--- config.mk ---
export PLATFORM = sky130hd
export DESIGN_NAME = hazard_ctrl
export DESIGN_NICKNAME = d
export VERILOG_FILES = /design/src/rtl/hazard_ctrl.sv
export SDC_FILE = /design/constraint.sdc
export NUM_CORES = 1
export LEC_CHECK = 0
export ABC_AREA = 1
export BUFFER_PORTS_ARGS = -buffer_cell sky130_fd_sc_hd__buf_2
export CAP_MARGIN = 20
export CELL_PAD_IN_SITES_DETAIL_PLACEMENT = 1
export CELL_PAD_IN_SITES_GLOBAL_PLACEMENT = 2
export CORE_ASPECT_RATIO = 0.8
export CORE_MARGIN = 1.5
export CORE_UTILIZATION = 30
export DETAILED_ROUTE_END_ITERATION = 16
export PLACE_DENSITY_LB_ADDON = 0.15
export SYNTH_ARGS = -nofsm -noshare
export SYNTH_HDL_FRONTEND = slang
export SYNTH_SLANG_ARGS = --single-unit
--- constraint.sdc ---
create_clock -name clock -period 4.4 [get_ports clock]
set_input_delay 1.32 -clock clock [delete_from_list [all_inputs] [get_ports clock]]
set_output_delay 1.32 -clock clock [all_outputs]
set_load 0.02 [all_outputs]
--- src/rtl/hazard_ctrl.sv ---
// Pipeline hazard controller for a 5-stage RISC-V core: stall/flush sequencing,
// EX-stage forwarding selects, data-memory wait FSM with timeout, event counters.
module hazard_ctrl #(
  parameter int MEM_TIMEOUT = 16,
  parameter int CNT_W       = 16
) (
  input  logic             clock,
  input  logic             reset,
  input  logic [4:0]       Rs1D,
  input  logic [4:0]       Rs2D,
  input  logic [4:0]       Rs1E,
  input  logic [4:0]       Rs2E,
  input  logic [4:0]       RdE,
  input  logic [4:0]       RdM,
  input  logic [4:0]       RdW,
  input  logic             RegWriteM,
  input  logic             RegWriteW,
  input  logic             LoadE,
  input  logic             PCSrcE,
  input  logic             MemReqM,
  input  logic             MemReadyM,
  output logic             StallF,
  output logic             StallD,
  output logic             StallE,
  output logic             StallM,
  output logic             FlushD,
  output logic             FlushE,
  output logic             FlushW,
  output logic [1:0]       ForwardAE,
  output logic [1:0]       ForwardBE,
  output logic             Error,
  output logic [CNT_W-1:0] StallCount,
  output logic [CNT_W-1:0] FlushCount
);

  localparam int WAIT_W = $clog2(MEM_TIMEOUT + 1);

  typedef enum logic [1:0] {
    RUN      = 2'b00,
    MEM_WAIT = 2'b01,
    ERROR    = 2'b10
  } state_t;

  state_t            state_r;
  logic [WAIT_W-1:0] wait_cnt_r;
  logic [WAIT_W-1:0] wait_nxt_s;
  logic              error_r;
  logic [CNT_W-1:0]  stall_cnt_r;
  logic [CNT_W-1:0]  flush_cnt_r;
  logic              lu_s;
  logic              mw_s;
  logic              hold_s;
  logic              run_s;

  // Memory stage wins over Writeback; x0 is never forwarded.
  function automatic logic [1:0] fwd_sel(
    input logic [4:0] rs,
    input logic       wr_m,
    input logic [4:0] rd_m,
    input logic       wr_w,
    input logic [4:0] rd_w
  );
    if (wr_m && (rd_m != 5'd0) && (rd_m == rs)) begin
      return 2'b10;
    end else if (wr_w && (rd_w != 5'd0) && (rd_w == rs)) begin
      return 2'b01;
    end else begin
      return 2'b00;
    end
  endfunction

  // Hazard detection and same-cycle stall/flush/forward decode.
  always_comb begin
    lu_s       = LoadE && (RdE != 5'd0) && ((RdE == Rs1D) || (RdE == Rs2D));
    mw_s       = MemReqM && !MemReadyM;
    wait_nxt_s = wait_cnt_r + WAIT_W'(1);
    hold_s     = 1'b0;
    run_s      = 1'b0;
    StallF     = 1'b0;
    StallD     = 1'b0;
    StallE     = 1'b0;
    StallM     = 1'b0;
    FlushD     = 1'b0;
    FlushE     = 1'b0;
    FlushW     = 1'b0;
    ForwardAE  = 2'b00;
    ForwardBE  = 2'b00;

    case (state_r)
      RUN: begin
        run_s = 1'b1;
      end
      MEM_WAIT: begin
        if (MemReadyM) begin
          run_s = 1'b1;
        end else begin
          hold_s = 1'b1;
        end
      end
      ERROR: begin
        hold_s = 1'b1;
      end
      default: begin
        hold_s = 1'b1;
      end
    endcase

    if (!reset) begin
      StallF = 1'b0;
    end else if (hold_s || (run_s && mw_s)) begin
      StallF = 1'b1;
      StallD = 1'b1;
      StallE = 1'b1;
      StallM = 1'b1;
      FlushW = 1'b1;
    end else if (run_s && PCSrcE) begin
      // The Decode instruction is discarded, so a concurrent load-use is moot.
      FlushD = 1'b1;
      FlushE = 1'b1;
    end else if (run_s && lu_s) begin
      StallF = 1'b1;
      StallD = 1'b1;
      FlushE = 1'b1;
    end else begin
      StallF = 1'b0;
    end

    if (reset) begin
      ForwardAE = fwd_sel(Rs1E, RegWriteM, RdM, RegWriteW, RdW);
      ForwardBE = fwd_sel(Rs2E, RegWriteM, RdM, RegWriteW, RdW);
    end else begin
      ForwardAE = 2'b00;
      ForwardBE = 2'b00;
    end
  end

  // Wait-state FSM, sticky timeout error and saturating event counters.
  always_ff @(posedge clock or negedge reset) begin
    if (!reset) begin
      state_r     <= RUN;
      wait_cnt_r  <= '0;
      error_r     <= 1'b0;
      stall_cnt_r <= '0;
      flush_cnt_r <= '0;
    end else begin
      if (StallF && (stall_cnt_r != {CNT_W{1'b1}})) begin
        stall_cnt_r <= stall_cnt_r + CNT_W'(1);
      end
      if (FlushE && (flush_cnt_r != {CNT_W{1'b1}})) begin
        flush_cnt_r <= flush_cnt_r + CNT_W'(1);
      end

      case (state_r)
        RUN: begin
          if (mw_s) begin
            state_r    <= MEM_WAIT;
            wait_cnt_r <= '0;
          end
        end
        MEM_WAIT: begin
          if (MemReadyM) begin
            state_r <= RUN;
          end else if (wait_nxt_s == WAIT_W'(MEM_TIMEOUT)) begin
            state_r <= ERROR;
            error_r <= 1'b1;
          end else begin
            wait_cnt_r <= wait_nxt_s;
          end
        end
        ERROR: begin
          error_r <= 1'b1;
        end
        default: begin
          state_r <= ERROR;
          error_r <= 1'b1;
        end
      endcase
    end
  end

  assign Error      = error_r;
  assign StallCount = stall_cnt_r;
  assign FlushCount = flush_cnt_r;

endmodule

; ---- After elaboration in Yosys (flattened, before gate mapping)
; Cells that the tools add are included.
[totals]
reg_bits = 40
word_cells = 84
[classes]
add_sub_neg = 3
n_eq_ne = 16
n_mux = 33
bitwise_logic = 2
n_reduce_logical = 25
[op_table]
columns = operator, count
row1 = $add 16x1->16 const B, 2
row2 = $ne 16x16->1 const B, 2
row3 = $eq 5x5->1, 6
row4 = $mux 1, 18
row5 = $mux 5, 3
row6 = $reduce_bool 5->1, 3
row7 = $logic_and 1x1->1, 14
row8 = $mux 2, 7
row9 = $pmux 5 s2, 1
row10 = $ne 2x2->1 const B, 4
row11 = $pmux 1 s2, 3
row12 = $pmux 2 s3, 1
row13 = $reduce_and 3->1, 2
row14 = $add 5x1->5 const B, 1
row15 = $eq 5x5->1 const B, 1
row16 = $reduce_and 4->1, 1
row17 = $ne 3x3->1 const B, 1
row18 = $eq 2x1->1 const B, 1
row19 = $eq 2x2->1 const B, 1
row20 = $logic_not 2->1, 1
row21 = $logic_or 1x1->1, 2
row22 = $not 1->1, 2
row23 = $reduce_bool 2->1, 1
row24 = $logic_not 1->1, 1

; ---- Logic depth before layout (Yosys ltp)
; Gate-level depths: netlist (run 1).
[logic_depth]
ltp_word = 9
depth_mapped = 12
depth_no_buf = 11

; ---- Worst setup path after synthesis (run 1)
; Ideal clock, no wire load.
[synth_path]
kind = in2out
from = input port RdM[2]
to = output port ForwardAE[0]
arrival_ps = 2302
required_time_ps = 3080
slack_ps = 778
stages = 6
path_buffers = 0
path_cell_list = or2_2 -> o41ai_1 -> inv_1 -> nand2_1 -> inv_1 -> nor2_1
[synth_via]
elab_chain_len = 5
[synth_lines]
columns = element, line_no
row1 = "start, declared", 14  ; input logic [4:0] RdM,
row2 = $reduce_bool 5->1, 63  ; if (wr_m && (rd_m != 5'd0) && (rd_m == rs)) begin
row3 = $logic_and 1x1->1, 63
row4 = $logic_and 1x1->1 (*), 63
row5 = $mux 2 (*), 63
row6 = $mux 2 (*), 128  ; if (reset) begin
row7 = "end, declared", 29  ; output logic [1:0] ForwardAE,
; Mark *: on every way between the ends. The rest lies on a longest branch, timed or not.

; ---- Worst setup path in the final report (run 1)
[layout_path]
from = input port RdE[3]
to = output port StallD
[layout_via]
elab_chain_len = 8
[layout_lines]
columns = element, line_no
row1 = "start, declared", 13  ; input logic [4:0] RdE,
row2 = $eq 5x5->1 or $reduce_bool 5->1 (tied branches), 74  ; lu_s = LoadE && (RdE != 5'd0) && ((RdE == Rs1D) || (RdE == Rs2D));
row3 = $logic_or 1x1->1 or $logic_and 1x1->1 (tied branches), 74
row4 = $logic_and 1x1->1 (*), 74
row5 = $logic_and 1x1->1 (*), 120  ; end else if (run_s && lu_s) begin
row6 = $mux 1 (*), 120
row7 = $mux 1 (*), 116  ; end else if (run_s && PCSrcE) begin
row8 = $mux 1 (*), 110  ; end else if (hold_s || (run_s && mw_s)) begin
row9 = $mux 1 (*), 108  ; if (!reset) begin
row10 = "end, declared", 23  ; output logic StallD,
; Marked as above.

==> flow_summary_export.csv, run 1 <==
group,metric,value,unit
power_and_ir_drop,p_sw,0.288,mW
cts,clock_path_buffers,2,
synth,yosysWarnings,0,
place,dpl-instance-area,3510,um^2
place,port_buffers,86,
cts,cts_tree,"done",
synth,synth_seq_cells,40,
finish,layout.cells.non_filler,648,
cts,clock-sinks,40,
critical_path,slowest_delay,0.26,ns
power_and_ir_drop,powerDensity,262,nW/um^2
floorplan,die-area,10600,um^2
drt,wl,8660,um
grt,grt_pass1_vias,3092,
drt,dr_wl_met2,4020,um
critical_path,critPathRequiredTime,3.08,ns
status,outcome,"finished clean",
drt,wl_per_cell,13.4,um
hold_path,hold_path.class,"reg -> reg",
timing,finalHoldViolations,0,
grt,grt_start_max_net_pins,32,
drt,wl_met1,4380,um
grt,antenna_found_initial,0,
drt,drtPass1Iterations,4,
cts,htreeDepth,2,
power_and_ir_drop,ir_drop,0.133,mV
timing,skew,0.00293,ns
timing,finalCritPeriodShare,87.0,%
drt,maxUsedRoutingLayer,"met4",
timing,slew_violations,0,
finish,diodes,0,
floorplan,start_util,31.0,%
drt,routed_via_density,4.58,
power_and_ir_drop,p_seq_share,43.3,%
synth,postSynthAreaPerCell,7.00,um^2
power_and_ir_drop,p_sw_share,30.2,%
drt,vias,2965,
cts,post_cts_buffers,0,
critical_path,endpoint,"StallD",
timing,setup_viol,0,
timing,grt_setup_unrepaired,"no",
cts,cts-root-buf,"clkbuf_16",
power_and_ir_drop,power_leakage,2.03,nW
critical_path,cp-startpoint,"RdE[3]",
floorplan,die_h,92.3,um
cts,cts_resized,0,
finish,final_common_cell,"nand2_1",
finish,final_cell_area,3640,um^2
floorplan,core_area,9650,um^2
floorplan,die_w,115,um
timing,worst_pin_slew,0.499,ns
place,place_hpwl,6780,um
critical_path,rrSetupSlack,2.54,ns
critical_path,r2r_start,"StallCount[0]",
critical_path,crit_chain,"buf_2 -> inv_2 -> nand2_1 -> nand2_1 -> nor2_1 -> nand3_1 -> nand2_1 -> nand3_1 -> nand2_2 -> buf_2",
power_and_ir_drop,clock_power_share,37.1,%
floorplan,rows,32,
synth,synth_area,2990,um^2
power_and_ir_drop,combinationalPowerShare,19.6,%
timing,period_minus_slack,3.83,ns
drt,ant_nets,0,
critical_path,end_kind,"output port",
synth,synthDistinctLibCells,30,
place,gp_congestion,0.776,
synth,synth_cells,427,
drt,drc,0,
synth,ys_seq_area_share,33.5,%
power_and_ir_drop,p_int,0.667,mW
cts,cts_made_buffers,5,
finish,final_nets,558,
drt,wl_met3,203,um
grt,grt_usage,17.7,%
critical_path,worstSetupStartpointType,"input port",
critical_path,path_max_fanout,13,
grt,grt_overflow,0,
finish,layout-drive-gt1-share,23.2,%
job,maxCapViolations,0,
grt,grt_pass1_wl,14900,um
drt,drtIter0Drc,71,
place,dp.cells,641,
finish,fillers,1283,
finish,area_delta_synth_final,21.8,%
timing,relSlewSlack,66.4,%
cts,hold_buffers,0,
timing,timing.fmax,0.261,GHz
critical_path,crit_slowest_cell,"nand2_2",
cts,clock_latency,0.28,ns
timing,setup_tns,0,ns
critical_path,cp.arrival,2.51,ns
cts,path_clk_slew,0.06,ns
floorplan,io_pins,87,
critical_path,r2r-end,"StallCount[0]",
critical_path,worstSetupPathType,"in -> out",
timing,holdWs,0.463,ns
finish,final_cell_mix,"138 x nand2_1, 86 x buf_2, 47 x inv_1",
synth,synth_nets,473,
critical_path,cp_common_cell,"nand2_1",
critical_path,reg2regPathDepth,7,
[sequential cells by signal, summed over array words and instances (netlist names)]
signal,flops
state_r,2
Error,1
wait_cnt_r,5
FlushCount,16
StallCount,16
[cells by family after synthesis]
kind of cell / Yosys count / synth area share [%]
xor+xnor: 40 / 11.7
compound gates: 8 / 1.84
flops: 40 / 33.5
buf+inv: 65 / 10.4
fa+ha+maj: 3 / 1.26
simple gates: 271 / 41.3
[per-stage QoR]
stage | util (%) | worst slack [ns] | power, mW
2_1_floorplan | - | 0.778 | 0.533
3_3_place_gp | 36.4 | 0.599 | 0.604
3_5_place_dp | 36.4 | 0.557 | 0.611
4_1_cts | 37.7 | 0.556 | 0.974
5_1_grt | 37.7 | 0.457 | 1.01
6_report | 37.7 | 0.570 | 0.956
[per-layer routing]
metal	global-route usage (%)	vias to the layer above
met1	24.1	1414
met5	0	-
met3	3.14	4
li1	-	1515
met2	29.4	32
met4	3.54	0
[cells in the mapped netlist]
master	number	area, um^2
nand2_1	138	518
inv_1	47	176
nand3_1	45	225
dfrtp_1	40	1000
nor2_1	40	150
xor2_1	21	184
nand4_1	20	125
xnor2_1	19	166
nor3_1	7	35.0
inv_2	6	22.5
buf_4	5	37.5
buf_6	4	45.0
a21oi_1	3	15.0
ha_1	3	37.5
nand3_2	3	30.0
nor4_1	3	18.8
or2_2	3	18.8
buf_2	2	10.0
nand2_2	2	12.5
nand3b_1	2	15.0
nor2_2	2	12.5
nor2_4	2	22.5
o21ai_2	2	17.5
o41ai_1	2	17.5
and3_1	1	6.26
buf_12	1	20.0
nand2_4	1	11.3
nand4_2	1	12.5
nand4_4	1	21.3
o21ai_0	1	5.00
[critical path: cells and delay by family]
family,cells,cell delay [ns]
AND/OR/NAND/NOR,7,0.79
buffers and inverters,3,0.40
[power by group through the flow]
stage                     Clock, mW  Combinational (mW)  Sequential [mW]
after floorplan                   0              0.0921            0.441
after global placement            0               0.184            0.420
after detailed placement          0               0.190            0.421
after CTS                     0.369               0.190            0.414
after global routing          0.378               0.212            0.417
final                         0.354               0.188            0.414
[final cells by class]
class	count	area [um^2]	share of cell area, %
Clock buffer	6	129	3.54
Clock inverter	1	5.00	0.137
Inverter	53	199	5.46
Multi-Input combinational cell	322	1680	46.1
Sequential cell	40	1000	27.5
Tap cell	136	170	4.67
Timing Repair Buffer	90	460	12.6
[worst min-delay path by stage]
stage	start	endpoint	slack [ns]	cells past startpoint
floorplan	wait_cnt_r[4]	wait_cnt_r[4]	0.46	2
global placement	Error	Error	0.45	1
detailed placement	Error	Error	0.46	1
CTS	Error	Error	0.47	1
global route	Error	Error	0.49	1
finish	Error	Error	0.46	1
(Power assumes the default switching activity.)
==> inputs of run 2 (changes only) <==
--- a/constraint.sdc
+++ b/constraint.sdc
@@ -3,2 +3,2 @@
 set_output_delay 1.32 -clock clock [all_outputs]
-set_load 0.02 [all_outputs]
+set_load 0.1 [all_outputs]
==> run 2 against run 1 <==
Net effect:
- hold slack gained 0.012 ns
- clock power grew 8.8%
- design area grew 5.2%
- die area is the same
- power grew 18%
- first-iteration DRC count grew 28%
- combinational power grew 76%
- via count grew 0.17%
- critical endpoint is now ForwardBE[0]
- largest cell class unchanged
==> flow_summary_export.csv, run 2 (synthesized netlist as in run 1, its figures left out) <==
group,metric,value,unit
hold_path,hold_path.class,"reg -> reg",
timing,skew,0.00774,ns
cts,cts_tree,"done",
cts,htreeDepth,2,
timing,finalHoldViolations,0,
floorplan,die_w,115,um
critical_path,worstSetupPathType,"in -> out",
place,port_buffers,86,
cts,cts-root-buf,"clkbuf_16",
cts,clock-sinks,40,
grt,grt_pass1_vias,3120,
finish,final_cell_mix,"138 x nand2_1, 75 x buf_2, 47 x inv_1",
cts,hold_buffers,0,
timing,setup_tns,0,ns
finish,diodes,0,
critical_path,r2r_start,"FlushCount[0]",
finish,final_common_cell,"nand2_1",
timing,setup_viol,0,
critical_path,r2r-end,"FlushCount[13]",
finish,area_delta_synth_final,28.1,%
critical_path,path_max_fanout,3,
place,place_ws,0.494,ns
finish,layout-drive-gt1-share,24.2,%
drt,wl,8340,um
floorplan,rows,32,
drt,ant_nets,0,
floorplan,die_h,92.3,um
drt,routed_via_density,4.58,
grt,grt_overflow,0,
critical_path,crit_slowest_cell,"or2_2",
floorplan,die-area,10600,um^2
timing,timing.fmax,0.257,GHz
cts,clock_latency,0.29,ns
timing,relSlewSlack,64.3,%
critical_path,cp_num_buf_inv,4,
place,gp_congestion,0.746,
finish,final_cell_area,3830,um^2
critical_path,slowest_delay,0.30,ns
floorplan,io_pins,87,
cts,cts_made_buffers,5,
status,outcome,"finished clean",
cts,clock_path_buffers,2,
timing,worst_pin_slew,0.536,ns
cts,post_cts_buffers,0,
timing,slew_violations,0,
job,maxCapViolations,0,
finish,fillers,1241,
critical_path,cp_top_family,"simple AND/OR/NAND/NOR gates",
drt,wl_per_cell,12.9,um
critical_path,reg2regPathDepth,9,
cts,cts_resized,0,
drt,vias,2970,
hold_path,min_to,"Error",
drt,drc,0,
cts,path_clk_slew,0.06,ns
timing,holdWs,0.476,ns
critical_path,cp.arrival,2.57,ns
drt,drtIter0Drc,91,
critical_path,crit_chain,"buf_2 -> or2_2 -> o41ai_1 -> inv_1 -> nand2_1 -> inv_1 -> nor2_2 -> buf_12",
critical_path,cp_common_cell,"inv_1",
place,place_hpwl,6560,um
timing,finalCritPeriodShare,88.3,%
grt,grt_pass1_wl,14400,um
floorplan,start_util,31.0,%
finish,final_nets,557,
drt,drtPass1Iterations,4,
hold_path,min_delay_path_depth,1,
critical_path,worstSetupStartpointType,"input port",
power_and_ir_drop,ir_drop,0.117,mV
power_and_ir_drop,power_leakage,2.06,nW
grt,antenna_found_initial,0,
grt,grt_usage,17.0,%
floorplan,core_area,9650,um^2
hold_path,holdCritStartpoint,"Error",
critical_path,end_kind,"output port",
critical_path,critPathRequiredTime,3.08,ns
power_and_ir_drop,p_total,1.13,mW
timing,period_minus_slack,3.89,ns
critical_path,rrSetupSlack,2.40,ns
place,dpl-instance-area,3680,um^2
power_and_ir_drop,powerDensity,295,nW/um^2
grt,grt_start_max_net_pins,40,
timing,grt_setup_unrepaired,"no",
timing,postLayoutSetupSlackWorst,0.514,ns
## run 2: changes by cell type in the layout (fill, tap and decap cells not counted), sizes merged
cell	delta
clkinvlp	+2
buf	-1
clkinv	-1
## run 2: worst reg2reg max path: stages, from the launching register on
cell     delay [ns]
dfrtp_1        0.44
ha_1           0.22
nand2_1        0.11
nor2_2         0.25
nand4_2        0.39
inv_1          0.24
nor2_1         0.10
nand3_1        0.09
nand2_1        0.05
nand2_1        0.06
## run 2: power by group
part | internal [mW] | switching (mW) | total, mW
Clock | 0.226 | 0.160 | 0.385
Combinational | 0.0810 | 0.250 | 0.331
Sequential | 0.387 | 0.0253 | 0.413
Total | 0.694 | 0.435 | 1.13
## run 2: metal layers
| metal | share of wire, % | GRT usage (%) | wire [um] |
|---|---|---|---|
| met1 | 49 | 22.6 | 4120 |
| met2 | 47 | 28.8 | 3900 |
| met3 | 3.1 | 3.01 | 256 |
| met4 | 0.80 | 3.44 | 67 |
| met5 | 0 | 0 | 0 |
## run 2: per-stage QoR
| step | cells | util (%) |
|---|---|---|
| global route | 648 | 39.7 |
| global placement | 640 | 38.1 |
| CTS | 648 | 39.7 |
| finish | 648 | 39.7 |
| detailed placement | 640 | 38.1 |
| floorplan | 427 | - |
## run 2: final cells by class
cell class	count	area [um^2]	share of cell area, %
clock buffers	6	139	3.63
clock inverters	2	15.0	0.392
inverters	53	199	5.19
multi-input cells	322	1690	44.1
flip-flops and latches	40	1000	26.1
well taps	136	170	4.44
repair buffers	89	618	16.1
## run 2: worst max path at each step
stage,start,end,slack [ns],cells after the start
floorplan,Rs1E[0],ForwardAE[1],0.13,5
global placement,RdM[2],ForwardAE[0],0.55,8
finish,RdM[2],ForwardBE[0],0.51,8
CTS,RdM[2],ForwardBE[0],0.49,8
detailed placement,RdM[2],ForwardBE[0],0.49,8
global route,RdM[2],ForwardBE[0],0.40,8
